### config.mk
export PLATFORM = sky130hd
export DESIGN_NAME = sw_debounce_ctrl
export DESIGN_NICKNAME = d
export VERILOG_FILES = /design/src/rtl/sw_debounce_ctrl.sv
export SDC_FILE = /design/constraint.sdc
export NUM_CORES = 1
export LEC_CHECK = 0
export CELL_PAD_IN_SITES_DETAIL_PLACEMENT = 0
export CELL_PAD_IN_SITES_GLOBAL_PLACEMENT = 1
export CORE_MARGIN = 2
export CORE_UTILIZATION = 45
export CTS_CLUSTER_DIAMETER = 30
export DETAILED_ROUTE_END_ITERATION = 8
export PLACE_DENSITY_LB_ADDON = 0.1
export SYNTH_ARGS = -nofsm -noshare
export SYNTH_HDL_FRONTEND = slang
export SYNTH_SLANG_ARGS = --single-unit
### constraint.sdc
create_clock -name Clk_50M -period 2.9 [get_ports Clk_50M]
set_input_delay 0.725 -clock Clk_50M [delete_from_list [all_inputs] [get_ports Clk_50M]]
set_output_delay 0.725 -clock Clk_50M [all_outputs]
set_load 0.02 [all_outputs]
### src/rtl/sw_debounce_ctrl.sv
`timescale 1ns/1ps
// Purpose: debounce a bouncy switch pin into a clean level, rise/fall strobes, a press toggle and a long-press strobe.
// Latency: Sw_clean follows a steady Sw_raw change after DEBOUNCE_CYCLES+3 edges; all outputs are registered.
// Backpressure: none; a free-running sampled input with no handshake, every cycle is consumed.
//
// Ports:
//   Clk_50M   - system clock, all logic on its rising edge
//   Rst_n     - asynchronous active-low reset
//   Sw_raw    - asynchronous, bouncy switch input
//   Sw_clean  - debounced level
//   Sw_rise   - one-cycle strobe when Sw_clean goes 0->1
//   Sw_fall   - one-cycle strobe when Sw_clean goes 1->0
//   Sw_toggle - flips on every accepted press
//   Sw_long   - one-cycle strobe once a press has been held LONG_CYCLES
module sw_debounce_ctrl #(
  parameter int DEBOUNCE_CYCLES = 1000000,
  parameter int CNT_W           = 20,
  parameter int LONG_CYCLES     = 100000000,
  parameter int LCNT_W          = 27
) (
  input  logic Clk_50M,
  input  logic Rst_n,
  input  logic Sw_raw,
  output logic Sw_clean,
  output logic Sw_rise,
  output logic Sw_fall,
  output logic Sw_toggle,
  output logic Sw_long
);

  typedef enum logic [1:0] {
    ST_LOW      = 2'd0,
    ST_CHK_HIGH = 2'd1,
    ST_HIGH     = 2'd2,
    ST_CHK_LOW  = 2'd3
  } state_t;

  localparam logic [CNT_W-1:0]  CNT_MAX  = CNT_W'(DEBOUNCE_CYCLES - 1);
  localparam logic [LCNT_W-1:0] HCNT_MAX = LCNT_W'(LONG_CYCLES - 1);

  state_t              state, state_nxt;
  logic                sync1, sync2;
  logic [CNT_W-1:0]    cnt, cnt_nxt;
  logic [LCNT_W-1:0]   hcnt, hcnt_nxt;
  logic                long_done, long_done_nxt;
  logic                clean_nxt, rise_nxt, fall_nxt, toggle_nxt, long_nxt;

  // Two-flop synchronizer; only sync2 is allowed to reach the FSM.
  always_ff @(posedge Clk_50M or negedge Rst_n) begin
    if (!Rst_n) begin
      sync1 <= 1'b0;
      sync2 <= 1'b0;
    end else begin
      sync1 <= Sw_raw;
      sync2 <= sync1;
    end
  end

  // State, counters and registered outputs.
  always_ff @(posedge Clk_50M or negedge Rst_n) begin
    if (!Rst_n) begin
      state     <= ST_LOW;
      cnt       <= '0;
      hcnt      <= '0;
      long_done <= 1'b0;
      Sw_clean  <= 1'b0;
      Sw_rise   <= 1'b0;
      Sw_fall   <= 1'b0;
      Sw_toggle <= 1'b0;
      Sw_long   <= 1'b0;
    end else begin
      state     <= state_nxt;
      cnt       <= cnt_nxt;
      hcnt      <= hcnt_nxt;
      long_done <= long_done_nxt;
      Sw_clean  <= clean_nxt;
      Sw_rise   <= rise_nxt;
      Sw_fall   <= fall_nxt;
      Sw_toggle <= toggle_nxt;
      Sw_long   <= long_nxt;
    end
  end

  always_comb begin
    state_nxt     = state;
    cnt_nxt       = cnt;
    hcnt_nxt      = hcnt;
    long_done_nxt = long_done;
    clean_nxt     = Sw_clean;
    toggle_nxt    = Sw_toggle;
    rise_nxt      = 1'b0;
    fall_nxt      = 1'b0;
    long_nxt      = 1'b0;

    case (state)
      ST_LOW: begin
        if (sync2) begin
          state_nxt = ST_CHK_HIGH;
          cnt_nxt   = '0;
        end
      end
      ST_CHK_HIGH: begin
        // Any low sample is treated as bounce: fall back silently.
        if (!sync2) begin
          state_nxt = ST_LOW;
        end else if (cnt == CNT_MAX) begin
          state_nxt  = ST_HIGH;
          clean_nxt  = 1'b1;
          rise_nxt   = 1'b1;
          toggle_nxt = ~Sw_toggle;
        end else begin
          cnt_nxt = cnt + CNT_W'(1);
        end
      end
      ST_HIGH: begin
        if (!sync2) begin
          state_nxt = ST_CHK_LOW;
          cnt_nxt   = '0;
        end
      end
      ST_CHK_LOW: begin
        if (sync2) begin
          state_nxt = ST_HIGH;
        end else if (cnt == CNT_MAX) begin
          state_nxt = ST_LOW;
          clean_nxt = 1'b0;
          fall_nxt  = 1'b1;
        end else begin
          cnt_nxt = cnt + CNT_W'(1);
        end
      end
      default: begin
        state_nxt = ST_LOW;
      end
    endcase

    // Hold counter keeps running while a release is being qualified, since
    // the button is still physically down. Leaving for LOW clears it, which
    // also keeps Sw_long from ever landing on the same cycle as Sw_fall.
    if (state_nxt == ST_LOW) begin
      hcnt_nxt      = '0;
      long_done_nxt = 1'b0;
    end else if (state == ST_HIGH || state == ST_CHK_LOW) begin
      if (hcnt == HCNT_MAX) begin
        // Saturated: fire once, then stay quiet until the next press.
        if (!long_done) begin
          long_nxt      = 1'b1;
          long_done_nxt = 1'b1;
        end
      end else begin
        hcnt_nxt = hcnt + LCNT_W'(1);
      end
    end
  end

endmodule

==> flow_summary.toml, run 1 <==
[floorplanning]
die_area_sq_um = 7238
pin_count = 8
placementRows = 29
core_area_sq_um = 6350
die_y_um = 85.08
start_util_pct = 46.58
die_x_um = 85.08

[synthesis]
ys.flop_type = "dfrtp_1"
postSynth.asyncResetShare_pct = 100.0
yosys.area.top_type = "dfrtp_1"
synth_common_cells = "57 x dfrtp_1, 31 x o21ai_0, 28 x nor2_1"
synth_edf_count = 0
ys_top_cells_by_area = "dfrtp_1 48%, o21ai_0 5.2%, nor2_1 3.6%, xor2_1 3.6%, o31ai_1 3.3%"
synth_cell_types = 49
synth_most_common_cell = "dfrtp_1"
yosys_register_bits = 57
syn_inst = 312
synth_nets = 317
synth_top_cell_area_share_pct = 48.22
seq_area_frac_synth_pct = 48.22
syn_avg_cell_area_sq_um = 9.480
yosys_warnings = 0
synth_area_sq_um = 2958

[clocking]
clock_path_buffers = 2
worst_skew_pair.late_latency_ns = 0.34
clk_pin_slew_ns = 0.07
post_cts_buffers = 0
hold_buffers = 0
clockRootBuffer = "clkbuf_8"
tritoncts_num_sinks = 57
cts_max_level = 3
cts_resized = 0
numCtsBuffers = 9
cts_tree = "built"

[timing]
worst_slack_ns = 0.3618
max-slew-margin-rel_pct = 46.08
final_max_slew_viol_count = 0
period_share_pct = 87.52
worst_slew_pin_slew_ns = 0.8059
setup_viol = 0
fmax_mhz = 394.0
fin_skew_ns = 0.007520
min_period_ns = 2.538
fin_tns_setup_ns = 0
rsz0062_at_grt = "false"
hold_viol = 0

[worst_setup_path]
crit_fanout = 29
cp.required_ns = 3.13
criticalPathCategory = "register to register"
critPathCaptureType = "register"
cp.arrival_ns = 2.77
reg2reg_depth = 6
startpoint = "cnt[11]"
reg2reg_to = "hcnt[23]"
r2r_start = "cnt[11]"
crit_end = "hcnt[23]"
r2r_slack_ns = 0.36
cp-start-kind = "register"

[global_route]
grt.overflow.total = 0
grt_max_degree = 30
grt_pass1_vias = 2227
track_usage_pct = 18.56
grt_pass1_wl_mm = 10.63
antenna_found_initial = 0

[drt]
drc_errors = 0
first_iter_violations = 93
vias = 2322
wl_per_cell_um = 15.04
ant_nets = 0
vias_per_cell = 5.748
wl_mm = 6.076
firstDrtPassIters = 4

[layout]
layout-drive-gt1-share_pct = 10.09
fin_nets = 328
largestRegisters = "hcnt x27, cnt x20, state x2"
largest_register_ff_count = 27
insertedDiodeCount = 0
top_register = "hcnt"
fill_cells = 583
syn_to_final_growth_pct = 10.45

[flow_run]
cap_violations = 0

[place]
io_buffers = 7
place.gp.congestion = 0.7425
place_ws_ns = 0.3513
dpl.hpwl_mm = 4.040

[run_status]
status = "finished, final reports clean"

[min_path]
hold_path_class = "primary input to async pin"

[pwr]
vdd_drop_max_mv = 0.2557
p_per_area_nw_per_um2 = 462.9
p_leak_nw = 1.329
-- routing by layer --
| layer | wire (um) | global-route usage [%] | vias up |
|---|---|---|---|
| met5 | 0 | 0 | - |
| met4 | 155 | 9.235 | 0 |
| met3 | 156 | 3.599 | 14 |
| met2 | 2866 | 29.33 | 41 |
| met1 | 2897 | 24.38 | 1100 |
| li1 | - | - | 1167 |
-- area by class of cell --
class | instances | area, sq um | share of cell area, %
Clock buffer | 11 | 141.4 | 4.328
Clock inverter | 4 | 20.02 | 0.6128
Inverter | 7 | 26.28 | 0.8043
Multi-Input combinational cell | 232 | 1411 | 43.20
Sequential cell | 57 | 1426 | 43.66
Tap cell | 77 | 96.34 | 2.949
Timing Repair Buffer | 16 | 145.1 | 4.443
-- cells by family after synthesis --
family	share of synthesized area (%)
AND/OR/NAND/NOR	23.77
AO/OA/AOI/OAI	17.68
buffers and inverters	4.061
adder cells (fa/ha/maj)	0.8459
flip-flops	48.22
multiplexers	0.6768
XOR/XNOR	4.738
-- critical path, cell delays in order (launching register included) --
cell	delay (ns)
dfrtp_1	0.45
or4_1	0.52
or4_1	0.52
or2_1	0.36
a21oi_4	0.21
buf_12	0.19
o21ba_2	0.17
-- per-stage QoR --
step           power [W]  hold WS (ns)  cells  cell area (sq um)  utilization [%]
3_3_place_gp   0.0008868        0.3316    389               3105            48.91
3_5_place_dp   0.0008879        0.3549    389               3105            48.91
4_1_cts         0.001534        0.3096    404               3267            51.45
5_1_grt         0.001570        0.3284    404               3267            51.45
6_report        0.001512        0.3039    404               3267            51.45
2_1_floorplan  0.0008552        0.3312    312               2958                -
-- power by group --
part	total [W]	internal, W	switching, W
Clock	0.000642	0.000322	0.000319
Combinational	0.0000607	0.0000192	0.0000415
Sequential	0.000810	0.000802	0.00000762
-- placed cells by master, fill, tap and decap left out, types with 4 or more instances in the layout --
cell / n
and3_1: 7
and2_1: 5
o31ai_1: 13
xnor2_1: 4
o21a_1: 4
o21ai_0: 30
dfrtp_1: 57
nand4_1: 11
clkdlybuf4s50_1: 6
nand2_1: 24
inv_1: 7
or4_1: 7
and4_1: 4
clkinv_2: 4
nor2_1: 28
a21oi_1: 12
clkbuf_8: 10
buf_4: 8
xor2_1: 12
nand3_1: 16
nor3_1: 9
a31oi_1: 6
o21ba_2: 5
-- worst min path at each step --
stage / from / end / slack (ns) / cells past startpoint
CTS: Rst_n / hcnt[7] / 0.31 / 1
detailed placement: sync1 / sync2 / 0.35 / 0
global placement: sync1 / sync2 / 0.33 / 0
finish: Rst_n / hcnt[7] / 0.30 / 1
floorplan: sync1 / sync2 / 0.33 / 0
global route: Rst_n / hcnt[15] / 0.33 / 1
(Power assumes the default switching activity.)
==> run 2, diff against run 1 <==
--- a/config.mk
+++ b/config.mk
@@ -7,7 +7,6 @@
 export LEC_CHECK = 0
 export CELL_PAD_IN_SITES_DETAIL_PLACEMENT = 0
 export CELL_PAD_IN_SITES_GLOBAL_PLACEMENT = 1
-export CORE_MARGIN = 2
 export CORE_UTILIZATION = 45
 export CTS_CLUSTER_DIAMETER = 30
 export DETAILED_ROUTE_END_ITERATION = 8
==> run 2 against run 1 <==
Against the previous run:
- global-route usage up 1.0 points
- sequential power hardly changed
- fmax is essentially flat
- flip-flop and latch count is the same
- highest routed layer unchanged
==> flow_summary.toml, run 2 (synthesis gave the netlist of run 1 again) <==
[floorplanning]
die_area_sq_um = 6901
die_y_um = 83.08
core_area_sq_um = 6350
die_x_um = 83.08
start_util_pct = 46.58
placementRows = 29
pin_count = 8

[clocking]
worst_skew_pair.late_latency_ns = 0.33
cts_max_level = 3
clock_path_buffers = 2
tritoncts_num_sinks = 57
post_cts_buffers = 0
clockRootBuffer = "clkbuf_8"
clk_pin_slew_ns = 0.07
cts_tree = "built"
hold_buffers = 0
cts_resized = 0
numCtsBuffers = 9

[layout]
largestRegisters = "hcnt x27, cnt x20, state x2"
fin_util_pct = 52.59
largest_register_ff_count = 27
layout_commonest_cell = "dfrtp_1"
fin_nets = 327
syn_to_final_growth_pct = 12.90
design_area_sq_um = 3339
insertedDiodeCount = 0
layout-drive-gt1-share_pct = 10.40
top_register = "hcnt"
final_cell_mix = "57 x dfrtp_1, 30 x o21ai_0, 28 x nor2_1, 24 x nand2_1, 16 x nand3_1"

[global_route]
grt.overflow.total = 0
track_usage_pct = 19.57
grt_pass1_vias = 2219
grt_pass1_wl_mm = 10.78
grt_max_degree = 36
antenna_found_initial = 0

[pwr]
p_switching_w = 0.0003793
power_frac_comb_pct = 3.6
switching_share_pct = 21.94
clock_power_share_pct = 49.6
vdd_drop_max_mv = 0.2790
total_power_w = 0.001729
p_per_area_nw_per_um2 = 517.8
pwr-share-seq_pct = 46.8
internal_power_w = 0.001350
p_leak_nw = 1.355

[drt]
wl_mm = 6.113
vias = 2297
firstDrtPassIters = 4
vias_per_cell = 5.686
ant_nets = 0
wl_per_cell_um = 15.13
first_iter_violations = 128
drc_errors = 0

[worst_setup_path]
reg2reg_to = "hcnt[21]"
cp.arrival_ns = 2.76
r2r_slack_ns = 0.36
reg2reg_depth = 6
cp.required_ns = 3.13
cp-start-kind = "register"
criticalPathCategory = "register to register"
crit_fanout = 29
critPathCaptureType = "register"
r2r_start = "cnt[11]"

[timing]
period_share_pct = 87.55
fin_tns_setup_ns = 0
fin_skew_ns = 0.006644
hold_viol = 0
min_period_ns = 2.539
setup_viol = 0
final_max_slew_viol_count = 0
max-slew-margin-rel_pct = 47.92
fmax_mhz = 393.9
rsz0062_at_grt = "false"
hold_ws_ns = 0.3744
worst_slew_pin_slew_ns = 0.7783

[run_status]
status = "finished, final reports clean"

[place]
io_buffers = 7
dpl_cell_area_sq_um = 3110
place.gp.congestion = 0.7408
dpl.hpwl_mm = 4.040

[flow_run]
cap_violations = 0

[min_path]
hold_path_class = "primary input to async pin"
[run 2: cell types whose count changed in the layout (fill, tap and decap cells not counted), sizes merged]
cell / before / now
buf: 10 / 9
bufinv: 0 / 2
clkinv: 4 / 2
clkinvlp: 0 / 1
[run 2: stage by stage]
step | instances | setup slack (ns)
finish | 404 | 0.3612
global route | 404 | 0.2540
CTS | 404 | 0.3674
detailed placement | 388 | 0.3698
global placement | 388 | 0.3938
floorplan | 312 | 0.5770
[run 2: worst max-delay path by stage]
stage                     startpoint  slack, ns  endpoint
after floorplan              hcnt[0]       0.58   hcnt[6]
after global placement       cnt[11]       0.39   hcnt[5]
after detailed placement     cnt[11]       0.37   hcnt[6]
after CTS                    cnt[11]       0.37  hcnt[21]
after global routing         cnt[11]       0.25  hcnt[21]
final                        cnt[11]       0.36  hcnt[21]
[run 2: critical path: stages (launching register included)]
cell     delay [ns]
dfrtp_1        0.45
or4_1          0.51
or4_1          0.53
or2_1          0.35
a21oi_4        0.22
buf_12         0.19
o21ba_2        0.17
[run 2: routing by layer]
metal | up-vias | track usage, % | routed length, um
met4 | 0 | 8.464 | 64
met1 | 1102 | 24.50 | 2908
met2 | 22 | 33.01 | 3034
li1 | 1165 | - | -
met5 | - | 0 | 0
met3 | 8 | 3.678 | 106
[run 2: final cells by class]
class / count / area [sq um]
fillers: 580 / 3010
flip-flops and latches: 57 / 1426
multi-input cells: 232 / 1411
clock buffers: 11 / 151.4
repair buffers: 15 / 150.1
well taps: 77 / 96.34
clock inverters: 5 / 77.57
inverters: 7 / 26.28
[run 2: power groups by stage]
stage               clock network (W)  logic (W)  registers, W
floorplan                           0  0.0000326      0.000823
global placement                    0  0.0000637      0.000824
detailed placement                  0  0.0000642      0.000825
CTS                          0.000885  0.0000642      0.000809
global route                 0.000914  0.0000717      0.000810
finish                       0.000857  0.0000626      0.000810
==> run 3, diff against run 2 <==
--- a/config.mk
+++ b/config.mk
@@ -8,6 +8,7 @@
 export CELL_PAD_IN_SITES_DETAIL_PLACEMENT = 0
 export CELL_PAD_IN_SITES_GLOBAL_PLACEMENT = 1
 export CORE_UTILIZATION = 45
+export CTS_BUF_LIST = sky130_fd_sc_hd__clkbuf_8 sky130_fd_sc_hd__clkbuf_16
 export CTS_CLUSTER_DIAMETER = 30
 export DETAILED_ROUTE_END_ITERATION = 8
 export PLACE_DENSITY_LB_ADDON = 0.1
==> results of run 3 <==
The final DEF is identical to that of run 2; final timing and power are the same.
